`config.mk`:
```
export PLATFORM = sky130hd
export DESIGN_NAME = branch_predictor
export DESIGN_NICKNAME = d
export VERILOG_FILES = /design/src/rtl/branch_predictor.sv
export SDC_FILE = /design/constraint.sdc
export NUM_CORES = 1
export LEC_CHECK = 0
export CAP_MARGIN = 20
export CORE_UTILIZATION = 33
export CTS_CLUSTER_SIZE = 8
export DETAILED_ROUTE_END_ITERATION = 10
export SLEW_MARGIN = 20
export SYNTH_ARGS = -nofsm -noshare
export SYNTH_HDL_FRONTEND = slang
export SYNTH_SLANG_ARGS = --single-unit
```
`constraint.sdc`:
```
create_clock -name clock -period 31.1 [get_ports clock]
set_input_delay 6.22 -clock clock [delete_from_list [all_inputs] [get_ports clock]]
set_output_delay 6.22 -clock clock [all_outputs]
set_load 0.01 [all_outputs]
```
`src/rtl/branch_predictor.sv`:
```
// branch_predictor: direct-mapped BTB with saturating direction counters.
// Combinational lookup on the fetch PC, trained at the clock edge by EX
// resolutions, plus saturating resolve/mispredict statistics.
module branch_predictor #(
  parameter int XLEN      = 32,
  parameter int ENTRIES   = 16,
  parameter int TAG_BITS  = 8,
  parameter int CTR_BITS  = 2,
  parameter int PRED_MODE = 1
) (
  input  logic            clock,
  input  logic            reset,
  input  logic [XLEN-1:0] if_pc,
  output logic            pred_taken,
  output logic [XLEN-1:0] pred_target,
  input  logic            upd_valid,
  input  logic [XLEN-1:0] upd_pc,
  input  logic            upd_is_jump,
  input  logic            upd_taken,
  input  logic [XLEN-1:0] upd_target,
  input  logic            upd_mispredict,
  input  logic            flush_all,
  output logic [31:0]     stat_resolved,
  output logic [31:0]     stat_mispredicts
);

  localparam int IDX = (ENTRIES > 1) ? $clog2(ENTRIES) : 1;
  localparam logic [CTR_BITS-1:0] CTR_MAX  = {CTR_BITS{1'b1}};
  localparam logic [CTR_BITS-1:0] CTR_WEAK = CTR_BITS'(1 << (CTR_BITS - 1));
  localparam bit MODE_BTB = (PRED_MODE != 0);

  // table storage
  logic [ENTRIES-1:0]                r_valid;
  logic [ENTRIES-1:0][TAG_BITS-1:0]  r_tag;
  logic [ENTRIES-1:0][XLEN-1:0]      r_target;
  logic [ENTRIES-1:0]                r_is_jump;
  logic [ENTRIES-1:0][CTR_BITS-1:0]  r_ctr;
  logic [31:0]                       r_stat_res;
  logic [31:0]                       r_stat_mis;

  // lookup side
  logic [IDX-1:0]      w_lk_idx;
  logic [TAG_BITS-1:0] w_lk_tag;
  logic                w_lk_hit;
  logic                w_lk_taken;

  // update side
  logic [IDX-1:0]      w_up_idx;
  logic [TAG_BITS-1:0] w_up_tag;
  logic                w_up_hit;
  logic [CTR_BITS-1:0] w_ctr_cur;
  logic [CTR_BITS-1:0] w_ctr_nxt;

  // PC bits outside index/tag fields never reach the table
  logic [XLEN-1:0]     w_unused_upd_pc;
  assign w_unused_upd_pc = upd_pc;

  assign w_lk_idx = if_pc[IDX+1:2];
  assign w_lk_tag = if_pc[IDX+TAG_BITS+1:IDX+2];
  assign w_up_idx = upd_pc[IDX+1:2];
  assign w_up_tag = upd_pc[IDX+TAG_BITS+1:IDX+2];

  assign w_lk_hit = r_valid[w_lk_idx] && (r_tag[w_lk_idx] == w_lk_tag);
  assign w_up_hit = r_valid[w_up_idx] && (r_tag[w_up_idx] == w_up_tag);

  // static mode still trains the table but never predicts taken
  assign w_lk_taken  = MODE_BTB && w_lk_hit &&
                       (r_is_jump[w_lk_idx] || r_ctr[w_lk_idx][CTR_BITS-1]);
  assign pred_taken  = w_lk_taken;
  assign pred_target = w_lk_taken ? r_target[w_lk_idx] : (if_pc + XLEN'(4));

  assign stat_resolved    = r_stat_res;
  assign stat_mispredicts = r_stat_mis;

  // saturating next value of the direction counter for a hitting branch
  always_comb begin
    w_ctr_cur = r_ctr[w_up_idx];
    w_ctr_nxt = w_ctr_cur;
    if (upd_taken && (w_ctr_cur != CTR_MAX))
      w_ctr_nxt = w_ctr_cur + CTR_BITS'(1);
    else if (!upd_taken && (w_ctr_cur != '0))
      w_ctr_nxt = w_ctr_cur - CTR_BITS'(1);
  end

  // table training; flush overrides a same-cycle update
  always_ff @(posedge clock) begin
    if (!reset) begin
      r_valid <= '0;
      r_ctr   <= '0;
    end else if (flush_all) begin
      r_valid <= '0;
    end else if (upd_valid) begin
      if (w_up_hit) begin
        r_is_jump[w_up_idx] <= upd_is_jump;
        if (upd_is_jump) begin
          r_target[w_up_idx] <= upd_target;
        end else begin
          r_ctr[w_up_idx] <= w_ctr_nxt;
          if (upd_taken) r_target[w_up_idx] <= upd_target;
        end
      end else if (upd_taken) begin
        r_valid[w_up_idx]   <= 1'b1;
        r_tag[w_up_idx]     <= w_up_tag;
        r_target[w_up_idx]  <= upd_target;
        r_is_jump[w_up_idx] <= upd_is_jump;
        r_ctr[w_up_idx]     <= CTR_WEAK;
      end
    end
  end

  // saturating statistics, counted in both modes and across flushes
  always_ff @(posedge clock) begin
    if (!reset) begin
      r_stat_res <= '0;
      r_stat_mis <= '0;
    end else if (upd_valid) begin
      if (r_stat_res != 32'hFFFF_FFFF) r_stat_res <= r_stat_res + 32'd1;
      if (upd_mispredict && (r_stat_mis != 32'hFFFF_FFFF))
        r_stat_mis <= r_stat_mis + 32'd1;
    end
  end

endmodule

```
==> qor.log, run 1 <==
[outcome] outcome complete, no violations
[layout] fraction of layout cells with a size suffix above 1 0.345
[critical_path] arrival time at the worst endpoint 10.99 ns
[drt] detail-routed via count per cell 5.55
[sta] period utilization 0.553
[synthesis] share of the yosys chip area belonging to registers 0.561
[sta] number of endpoints with negative hold slack in the final report 0
[critical_path] cell type of the slowest stage on the worst timing path sky130_fd_sc_hd__buf_4
[drt] antenna violation net count after detailed routing 0
[drt] total via count after detailed routing 23307
[critical_path] delay contributed by the slowest stage of the critical path 0.92 ns
[clocking] CTS buffer count 106
[synthesis] Warnings, synthesis 0
[sta] transition time of the tightest slew-check pin 1.13 ns
[hold_path] class of the worst hold path reg -> reg
[grt] initial antenna violation count 6
[die] die boundary width 346 um
[drt] average routed wire per standard cell 24.8 um
[place] final weighted congestion in routability-driven placement 0.820
[synthesis] most used flip-flop cell after synthesis sky130_fd_sc_hd__edfxtp_1
[clocking] post-CTS setup buffer count 0
[sta] Setup violations, final 0
[synthesis] net count after synthesis 2621
[place] Detail Placement HPWL 61.1 mm
[critical_path] setup slack of the most critical reg-to-reg path 26.68 ns
[die] Top Ports 200
[clocking] clock transition time at the flip-flop clock pins of the worst setup and hold paths 0.05 ns
[grt] maximum number of pins on one net before global-route repair 200
[critical_path] cells traversed along the worst timing path buf_6 > buf_4 > mux4_2 > mux4_2 > xnor2_1 > nand3_1 > a211oi_4 > buf_4 > nand2_1 > o21ai_0 > clkdlybuf4s50_1
[layout] final net count 2766
[sta] max-slew violations 0
[synthesis] leading post-synthesis cells by instance count sky130_fd_sc_hd__edfxtp_1 (656), sky130_fd_sc_hd__mux2_2 (484), sky130_fd_sc_hd__mux4_2 (240), sky130_fd_sc_hd__nand2_1 (138), sky130_fd_sc_hd__dfxtp_1 (112)
[drt] DRC violation count after routing 0
[hold_path] Hold EP r_ctr[4]
[drt] sum of routed wire length over all layers 104 mm
[grt] global-route wire length before repair 158 mm
[grt] overall overflow remaining after global route 0
[synthesis] share of Yosys cell area claimed by the top area cell type 0.503
[layout] synthesis-to-finish area growth 15.5%
[clocking] clock tree buffer depth 3
[clocking] CTS tree yes
[die] Vert. Die Dim 346 um
[clocking] buffer cell driving the clock tree root sky130_fd_sc_hd__clkbuf_16
[sta] post-layout min period 17.21 ns
[clocking] Gates resized, CTS repair 0
[drt] number of DRC violations after detailed-routing iteration 0 2153
[hold_path] WHS Path Cells 2
[synthesis] fraction of synthesis flops using an asynchronous set or reset pin 0
[power] Final Total Pwr 2.36 mW
[clocking] clk_lat worst skew 0.69 ns
[critical_path] capture point of the worst reg-to-reg path r_target[178]
[sta] Peak Freq 0.0581 GHz
[drt] 1st-pass router iterations 6
[sta] setup repair after global routing missed its margin no
[place] placed instance area 42300 um2
[synthesis] leading cell types by total area after synthesis sky130_fd_sc_hd__edfxtp_1 (50%), sky130_fd_sc_hd__mux2_2 (14%), sky130_fd_sc_hd__mux4_2 (14%)
[synthesis] FF+latch count, synth 768
[layout] post-route cell area 45200 um2
[place] port buffer count 179
[clocking] number of buffers inserted by hold repair at cts 0
[synthesis] number of enable-type register cells in the synthesized netlist 656
[clocking] number of H-tree branching levels 3
[sta] Clock Skew 0.0398 ns
[synthesis] netlist area before placement 39100 um2
[critical_path] reg-to-reg startpoint r_tag[14]
[clocking] # clock sinks 768
[critical_path] path type of the worst setup path in -> out
[die] initial core utilization 0.335
[die] Cell Rows 125
[synthesis] Synth cell types 55
[hold_path] Worst Hold Launch r_ctr[4]
[synthesis] Avg Synthesized Cell Area 15.6 um2
[power] power density of the placed cells 52.2 nW/um2
[grt] vias in the first global route 24525
[sta] worst slew slack as a fraction of its limit 0.247
[die] Die Area 120000 um2
[power] Pleak 14.1 nW
[flow_run] number of maximum-capacitance violations 0
[synthesis] biggest area consumer among synthesized cells sky130_fd_sc_hd__edfxtp_1
[critical_path] kind of launch point of the worst setup path input pin
[critical_path] Setup crit end kind output pin
[grt] Total Routing Usage GR 0.173
[die] core outline area 117000 um2
[critical_path] depth of the worst register-to-register path 9
[power] IR Drop Worst-Case VDD 0.0408 mV
[synthesis] cells after synthesis 2513
[synthesis] cell with the most instances after synthesis sky130_fd_sc_hd__edfxtp_1
[critical_path] biggest fanout along the worst timing path 77
[sta] setup TNS after final layout 0 ns
[critical_path] required time worst endpoint 24.88 ns
-- registers in the layout (all words and copies together) (netlist names) --
name              flops
stat_mispredicts     32
r_tag               128
r_valid              16
stat_resolved        32
r_ctr                32
r_is_jump            16
r_target            512
-- how the worst max path moves through the flow --
stage | from | to | slack (ns) | depth (start not counted)
3_3_place_gp | if_pc[2] | pred_target[12] | 13.74 | 9
4_1_cts | if_pc[2] | pred_target[12] | 13.72 | 9
6_report | if_pc[3] | pred_target[7] | 13.89 | 11
5_1_grt | if_pc[2] | pred_target[12] | 13.44 | 9
2_1_floorplan | upd_valid | r_is_jump[8] | 11.79 | 7
3_5_place_dp | if_pc[2] | pred_target[12] | 13.73 | 9
-- worst max-delay path, delay by kind of cell --
kind / cells / cell delay [ns]
simple gates: 2 / 0.28
compound gates: 2 / 0.44
xor+xnor: 1 / 0.21
mux: 2 / 0.95
buf+inv: 4 / 2.77
-- area by class of cell --
| cell class | instances | area, um2 |
|---|---|---|
| diodes | 1 | 2.50 |
| clock buffers | 121 | 2740 |
| clock inverters | 7 | 125 |
| fillers | 10546 | 71600 |
| inverters | 19 | 80.1 |
| multi-input cells | 1534 | 16200 |
| flip-flops and latches | 768 | 21900 |
| well taps | 1524 | 1910 |
| repair buffers | 229 | 2170 |
-- cell families after synthesis --
family,count (synthesis),share of synthesized area
DFF,768,0.561
and+or+nand+nor,445,0.0554
xor gates and xnor gates,92,0.0206
muxes,817,0.302
buffers and inverters,211,0.0272
adders and majority gates,5,0.00160
AOI/OAI and AO/OA,175,0.0319
-- stage by stage --
| stage | worst slack (ns) | hold slack [ns] | std cells | util |
|---|---|---|---|---|
| 2_1_floorplan | 11.79 | 0.432 | 2513 | - |
| 3_3_place_gp | 13.74 | 0.441 | 4073 | 0.362 |
| 3_5_place_dp | 13.73 | 0.459 | 4074 | 0.362 |
| 4_1_cts | 13.72 | 0.466 | 4202 | 0.387 |
| 5_1_grt | 13.44 | 0.485 | 4202 | 0.387 |
| 6_report | 13.89 | 0.463 | 4203 | 0.387 |
-- power by group --
part / switching, mW / leakage (nW) / internal [mW]
clock: 0.427 / 1.39 / 0.612
sequential: 0.00886 / 6.90 / 1.14
combinational: 0.0936 / 5.82 / 0.0798
total: 0.529 / 14.1 / 1.83
-- layer usage --
| metal | vias up | GRT usage | wire, um |
|---|---|---|---|
| li1 | 10157 | - | - |
| met1 | 12223 | 0.228 | 43700 |
| met2 | 748 | 0.289 | 51400 |
| met3 | 173 | 0.0337 | 6420 |
| met4 | 6 | 0.0503 | 2540 |
| met5 | - | 0 | 40 |
-- cell usage in the layout, fill, tap and decap left out, types with 20 or more instances in the layout --
cell                                n
sky130_fd_sc_hd__nand4_1           21
sky130_fd_sc_hd__o21ai_0           78
sky130_fd_sc_hd__mux2_2           484
sky130_fd_sc_hd__buf_4             48
sky130_fd_sc_hd__mux2_1            39
sky130_fd_sc_hd__clkdlybuf4s50_1  173
sky130_fd_sc_hd__edfxtp_1         656
sky130_fd_sc_hd__nor2_1            76
sky130_fd_sc_hd__mux2i_1           54
sky130_fd_sc_hd__xnor2_1           50
sky130_fd_sc_hd__mux4_2           240
sky130_fd_sc_hd__dfxtp_1          112
sky130_fd_sc_hd__nor3_1            20
sky130_fd_sc_hd__and2_1            51
sky130_fd_sc_hd__nand3_1           56
sky130_fd_sc_hd__clkbuf_16        107
sky130_fd_sc_hd__xor2_1            42
sky130_fd_sc_hd__nand2_1          138
Power figures use the tool's default switching activity.
==> inputs of run 2 (changes only) <==
Clock period 31.1 ns to 16.1 ns, I/O delays scaled along.
==> run 2 against run 1 <==
Compared with the run above: design area about the same; die area unchanged; worst hold slack worse by 0.0036 ns; flip-flop and latch count unchanged; total power up 93%; utilization about the same; worst setup slack worse by 9.1 ns; clock power up 93%; clock skew about the same; critical endpoint is now pred_target[12]; largest cell class unchanged; highest routed layer unchanged.
==> qor.log, run 2 (synthesis gave the netlist of run 1 again) <==
[place] Placed Cells 4071 [-0.074%]
[place] final weighted congestion in routability-driven placement 0.810 [-1.2%]
[die] Vert. Die Dim 346 um [unchanged]
[critical_path] required time worst endpoint 12.88 ns [-12.00 ns]
[layout] number of flip-flops under the largest register name 512 [unchanged]
[drt] total via count after detailed routing 23416 [+0.47%]
[sta] setup TNS after final layout 0 ns [unchanged]
[power] Pleak 14.1 nW [about the same]
[drt] antenna violation net count after detailed routing 0 [unchanged]
[sta] post-layout min period 11.31 ns
[clocking] CTS tree yes
[die] core outline area 117000 um2 [unchanged]
[outcome] outcome complete, no violations
[critical_path] path type of the worst setup path in -> out
[die] Cell Rows 125 [unchanged]
[critical_path] depth of the worst register-to-register path 9 [unchanged]
[clocking] number of H-tree branching levels 3 [unchanged]
[critical_path] Setup crit end kind output pin
[sta] transition time of the tightest slew-check pin 1.10 ns [-0.0273 ns]
[grt] initial antenna violation count 7 [+1]
[hold_path] class of the worst hold path reg -> reg
[drt] detail-routed via count per cell 5.58 [+0.56%]
[grt] Total Routing Usage GR 0.174 [+0.000949]
[clocking] Gates resized, CTS repair 0 [unchanged]
[flow_run] number of maximum-capacitance violations 0 [unchanged]
[layout] Top Registers r_target (512), r_tag (128)
[grt] vias in the first global route 24666 [+0.57%]
[grt] global-route wire length before repair 159 mm [+0.82%]
[grt] overall overflow remaining after global route 0 [unchanged]
[sta] Peak Freq 0.0884 GHz
[hold_path] WHS Path Cells 2 [unchanged]
[clocking] post-CTS setup buffer count 0 [unchanged]
[layout] commonest non-fill, non-tap cell in the layout sky130_fd_sc_hd__edfxtp_1
[place] port buffer count 179 [unchanged]
[layout] final net count 2763 [-0.11%]
[place] Worst Setup Slack post-DPL 4.63 ns [-9.09 ns]
[sta] max-slew violations 0 [unchanged]
[sta] number of endpoints with negative hold slack in the final report 0 [unchanged]
[critical_path] reg-to-reg startpoint r_tag[117]
[clocking] clk_lat worst skew 0.70 ns [about the same]
[critical_path] cells traversed along the worst timing path clkdlybuf4s50_1 > clkinv_2 > buf_4 > mux4_2 > xnor2_1 > nand4_1 > a211oi_4 > buf_4 > nand2_1 > o21ai_0 > clkdlybuf4s50_1
[layout] post-route non-filler standard cell count 4199 [-0.095%]
[die] die boundary width 346 um [unchanged]
[critical_path] delay contributed by the slowest stage of the critical path 0.75 ns [-0.17 ns]
[clocking] buffer cell driving the clock tree root sky130_fd_sc_hd__clkbuf_16
[layout] Largest Register r_target
[critical_path] cell type of the slowest stage on the worst timing path sky130_fd_sc_hd__clkdlybuf4s50_1
[critical_path] capture point of the worst reg-to-reg path r_tag[120]
[critical_path] kind of launch point of the worst setup path input pin
[die] Top Ports 200 [unchanged]
[sta] Setup violations, final 0 [unchanged]
[critical_path] setup slack of the most critical reg-to-reg path 11.40 ns [-15.28 ns]
[hold_path] Hold EP r_ctr[18]
[sta] worst slew slack as a fraction of its limit 0.262 [+0.0155]
[power] IR Drop Worst-Case VDD 0.0742 mV [+82%]
[critical_path] arrival time at the worst endpoint 8.09 ns [-2.90 ns]
[clocking] CTS buffer count 106 [unchanged]
[layout] fraction of layout cells with a size suffix above 1 0.347 [+0.00177]
[clocking] clock tree buffer depth 3 [unchanged]
[drt] number of DRC violations after detailed-routing iteration 0 1996 [-7.3%]
[power] Final Total Pwr 4.56 mW [+93%]
[place] Detail Placement HPWL 61.8 mm [+1.1%]
[sta] setup repair after global routing missed its margin no
[die] initial core utilization 0.335 [unchanged]
[layout] commonest non-fill, non-tap cells in the layout sky130_fd_sc_hd__edfxtp_1 (656), sky130_fd_sc_hd__mux2_2 (484), sky130_fd_sc_hd__mux4_2 (240)
[sta] setup ws final 4.79 ns [-9.10 ns]
[grt] maximum number of pins on one net before global-route repair 104 [-48%]
[sta] period utilization 0.703
[drt] DRC violation count after routing 0 [unchanged]
[drt] 1st-pass router iterations 7 [+1]
[layout] synthesis-to-finish area growth 15.5% [about the same]
[hold_path] Worst Hold Launch r_ctr[18]
[clocking] # clock sinks 768 [unchanged]
[clocking] number of buffers inserted by hold repair at cts 0 [unchanged]
[critical_path] biggest fanout along the worst timing path 59 [-23%]
[drt] sum of routed wire length over all layers 105 mm [+1.1%]
[power] power density of the placed cells 101 nW/um2 [+93%]
[clocking] clock transition time at the flip-flop clock pins of the worst setup and hold paths 0.05 ns [about the same]
[sta] Clock Skew 0.0395 ns [-0.000250 ns]
[die] Die Area 120000 um2 [unchanged]
[drt] average routed wire per standard cell 25.1 um [+1.1%]
[run 2: per-stage QoR]
step           area (um2)   util  hold slack [ns]
2_1_floorplan       39100      -            0.432
3_3_place_gp        42300  0.362            0.442
3_5_place_dp        42300  0.362            0.457
4_1_cts             45200  0.387            0.464
5_1_grt             45200  0.387            0.486
6_report            45200  0.387            0.459
[run 2: final cells by class]
class                   instances  area (um2)
diodes                          2        5.00
clock buffers                 117        2700
clock inverters                 9         171
fillers                     10577       71600
inverters                      19        76.3
multi-input cells            1534       16200
flip-flops and latches        768       21900
well taps                    1524        1910
repair buffers                226        2150
[run 2: critical path: cells and delay by family]
kind / cells / cell delay, ns
buf+inv: 5 / 3.24
mux: 1 / 0.61
compound gates: 2 / 0.47
simple gates: 2 / 0.27
xor+xnor: 1 / 0.21
[run 2: how the worst max path moves through the flow]
stage | to | start | depth (start not counted) | slack (ns)
detailed placement | pred_target[10] | if_pc[5] | 11 | 4.63
CTS | pred_target[10] | if_pc[5] | 11 | 4.66
global placement | pred_target[12] | if_pc[5] | 11 | 4.67
floorplan | r_is_jump[10] | upd_valid | 7 | 3.63
finish | pred_target[12] | if_pc[5] | 11 | 4.79
global route | pred_target[10] | if_pc[5] | 11 | 4.53
[run 2: per-layer routing]
layer  global-route usage  routed length (um)  vias to the layer above
met5                    0                  35                        -
met4               0.0547                2590                        6
met3               0.0330                6810                      176
met2                0.286               51000                      820
met1                0.232               44800                    12263
li1                     -                   -                    10151
[run 2: power by group]
group          switching, mW  internal, mW
sequential            0.0174          2.20
clock                  0.837          1.17
combinational          0.182         0.154
total                   1.04          3.53
==> inputs of run 3 (changes only) <==
Clock period 16.1 ns to 11.4 ns, I/O delays scaled along.
==> run 3 against run 2 <==
Compared with the run above: total power grew 42%; sequential share of layout area shrank 0.14 points; worst setup slack lost 2.1 ns; first-iteration DRC count shrank 12%; non-clock buffer count grew 11; wire length shrank 1.7%; final cell count grew 0.38%; combinational power grew 41%; clock power grew 42%; die area is the same; clock skew shrank 0.0074 ns; clock-buffer cell count grew 4.
==> qor.log, run 3 (synthesis gave the netlist of run 1 again) <==
[die] Top Ports 200 [unchanged]
[clocking] Gates resized, CTS repair 0 [unchanged]
[critical_path] depth of the worst register-to-register path 9 [unchanged]
[critical_path] required time worst endpoint 9.12 ns [-3.76 ns]
[clocking] post-CTS setup buffer count 0 [unchanged]
[sta] setup ws final 2.69 ns [-2.09 ns]
[sta] setup TNS after final layout 0 ns [unchanged]
[die] initial core utilization 0.335 [unchanged]
[clocking] CTS tree yes
[sta] number of endpoints with negative hold slack in the final report 0 [unchanged]
[layout] filler instances 10557 [-0.19%]
[grt] maximum number of pins on one net before global-route repair 104 [unchanged]
[hold_path] Worst Hold Launch r_ctr[14]
[drt] antenna violation net count after detailed routing 0 [unchanged]
[die] Vert. Die Dim 346 um [unchanged]
[layout] number of flip-flops under the largest register name 512 [unchanged]
[clocking] # clock sinks 768 [unchanged]
[place] Worst Setup Slack post-DPL 2.49 ns [-2.14 ns]
[hold_path] Hold EP r_ctr[14]
[sta] Clock Skew 0.0322 ns [-0.00735 ns]
[layout] commonest non-fill, non-tap cell in the layout sky130_fd_sc_hd__edfxtp_1
[layout] area occupied by registers 21900 um2 [unchanged]
[drt] Max Used Layer met5
[critical_path] Setup crit end kind output pin
[sta] worst slew slack as a fraction of its limit 0.248 [-0.0149]
[hold_path] class of the worst hold path reg -> reg
[hold_path] WHS Path Cells 2 [unchanged]
[power] Pleak 14.2 nW [+0.64%]
[power] IR Drop Worst-Case VDD 0.124 mV [+67%]
[power] power density of the placed cells 143 nW/um2 [+41%]
[sta] period utilization 0.764
[die] Die Area 120000 um2 [unchanged]
[grt] Total Routing Usage GR 0.172 [-0.00232]
[sta] max-slew violations 0 [unchanged]
[grt] initial antenna violation count 6 [-1]
[critical_path] kind of launch point of the worst setup path input pin
[sta] Setup violations, final 0 [unchanged]
[die] die boundary width 346 um [unchanged]
[drt] DRC violation count after routing 0 [unchanged]
[drt] total via count after detailed routing 23403 [-0.056%]
[place] Placed Cells 4082 [+0.27%]
[grt] vias in the first global route 24768 [+0.41%]
[die] core outline area 117000 um2 [unchanged]
[clocking] number of buffers inserted by hold repair at cts 0 [unchanged]
[place] Detail Placement HPWL 61.4 mm [-0.54%]
[layout] commonest non-fill, non-tap cells in the layout sky130_fd_sc_hd__edfxtp_1 (656), sky130_fd_sc_hd__mux2_2 (484), sky130_fd_sc_hd__mux4_2 (240)
[clocking] CTS buffer count 107 [+0.94%]
[clocking] number of H-tree branching levels 3 [unchanged]
[drt] number of DRC violations after detailed-routing iteration 0 1764 [-12%]
[place] port buffer count 179 [unchanged]
[power] Final Total Pwr 6.46 mW [+42%]
[layout] fraction of layout cells with a size suffix above 1 0.347 [+0.000411]
[drt] detail-routed via count per cell 5.55 [-0.43%]
[clocking] clock tree buffer depth 3 [unchanged]
[layout] synthesis-to-finish area growth 15.8%
[grt] global-route wire length before repair 158 mm [-0.97%]
[critical_path] arrival time at the worst endpoint 6.43 ns [-1.66 ns]
[critical_path] setup slack of the most critical reg-to-reg path 6.45 ns [-4.95 ns]
[drt] 1st-pass router iterations 5 [-2]
[clocking] clock transition time at the flip-flop clock pins of the worst setup and hold paths 0.04 ns [about the same]
[critical_path] reg-to-reg startpoint r_tag[86]
[drt] sum of routed wire length over all layers 103 mm [-1.7%]
[drt] Routed met1 length 43.9 mm [-1.9%]
[drt] average routed wire per standard cell 24.5 um [-2.1%]
[drt] wire length on met2 50.9 mm [-0.19%]
[layout] Top Registers r_target (512), r_tag (128)
[critical_path] biggest fanout along the worst timing path 68 [+15%]
[die] Cell Rows 125 [unchanged]
[layout] Largest Register r_target
[layout] final net count 2775 [+0.43%]
[critical_path] path type of the worst setup path in -> out
[layout] post-route non-filler standard cell count 4215 [+0.38%]
[grt] overall overflow remaining after global route 0 [unchanged]
[sta] post-layout min period 8.71 ns
[layout] area of the multi-input gates 16200 um2 [about the same]
[sta] setup repair after global routing missed its margin no
[sta] Peak Freq 0.115 GHz
[place] final weighted congestion in routability-driven placement 0.813 [+0.37%]
[sta] transition time of the tightest slew-check pin 1.12 ns [+0.0222 ns]
[drt] Met3 Routed Length 6.15 mm [-9.6%]
[clocking] clk_lat worst skew 0.70 ns [about the same]
[clocking] buffer cell driving the clock tree root sky130_fd_sc_hd__clkbuf_16
[outcome] outcome complete, no violations
[flow_run] number of maximum-capacitance violations 0 [unchanged]
[critical_path] capture point of the worst reg-to-reg path r_target[88]
-- run 3: power by group --
group	leakage [nW]	switching [mW]	internal, mW
clock network	1.42	1.17	1.68
logic	5.87	0.257	0.218
registers	6.90	0.0244	3.11
total	14.2	1.45	5.01
-- run 3: how the worst max path moves through the flow --
stage | start | endpoint | slack, ns | cells past startpoint
global placement | if_pc[2] | pred_target[11] | 2.52 | 8
floorplan | upd_valid | r_is_jump[15] | -0.02 | 7
global route | if_pc[2] | pred_target[11] | 2.32 | 8
finish | if_pc[2] | pred_target[20] | 2.69 | 7
CTS | if_pc[2] | pred_target[11] | 2.48 | 8
detailed placement | if_pc[2] | pred_target[11] | 2.49 | 8
-- run 3: metal layers --
layer,track usage,up-vias
met2,0.289,738
met3,0.0312,174
li1,-,10188
met1,0.225,12293
met4,0.0522,10
met5,0,-
-- run 3: critical path, cell delays in order --
cell,delay (ns)
sky130_fd_sc_hd__buf_8,0.48
sky130_fd_sc_hd__buf_4,0.83
sky130_fd_sc_hd__buf_4,0.83
sky130_fd_sc_hd__mux4_2,0.61
sky130_fd_sc_hd__mux4_2,0.53
sky130_fd_sc_hd__mux2_2,0.29
sky130_fd_sc_hd__clkdlybuf4s50_1,0.48
-- run 3: layout make-up --
cell class,count,area share
Antenna cell,1,0.0000552
Clock buffer,121,0.0607
Clock inverter,11,0.00403
Inverter,19,0.00204
Multi-Input combinational cell,1534,0.358
Sequential cell,768,0.484
Tap cell,1524,0.0421
Timing Repair Buffer,237,0.0489
-- run 3: per-stage QoR --
step           hold WS (ns)  instance area [um2]  utilization
2_1_floorplan         0.432                39200            -
3_3_place_gp          0.440                42400        0.363
3_5_place_dp          0.458                42400        0.363
4_1_cts               0.465                45300        0.388
5_1_grt               0.477                45300        0.388
6_report              0.457                45300        0.388
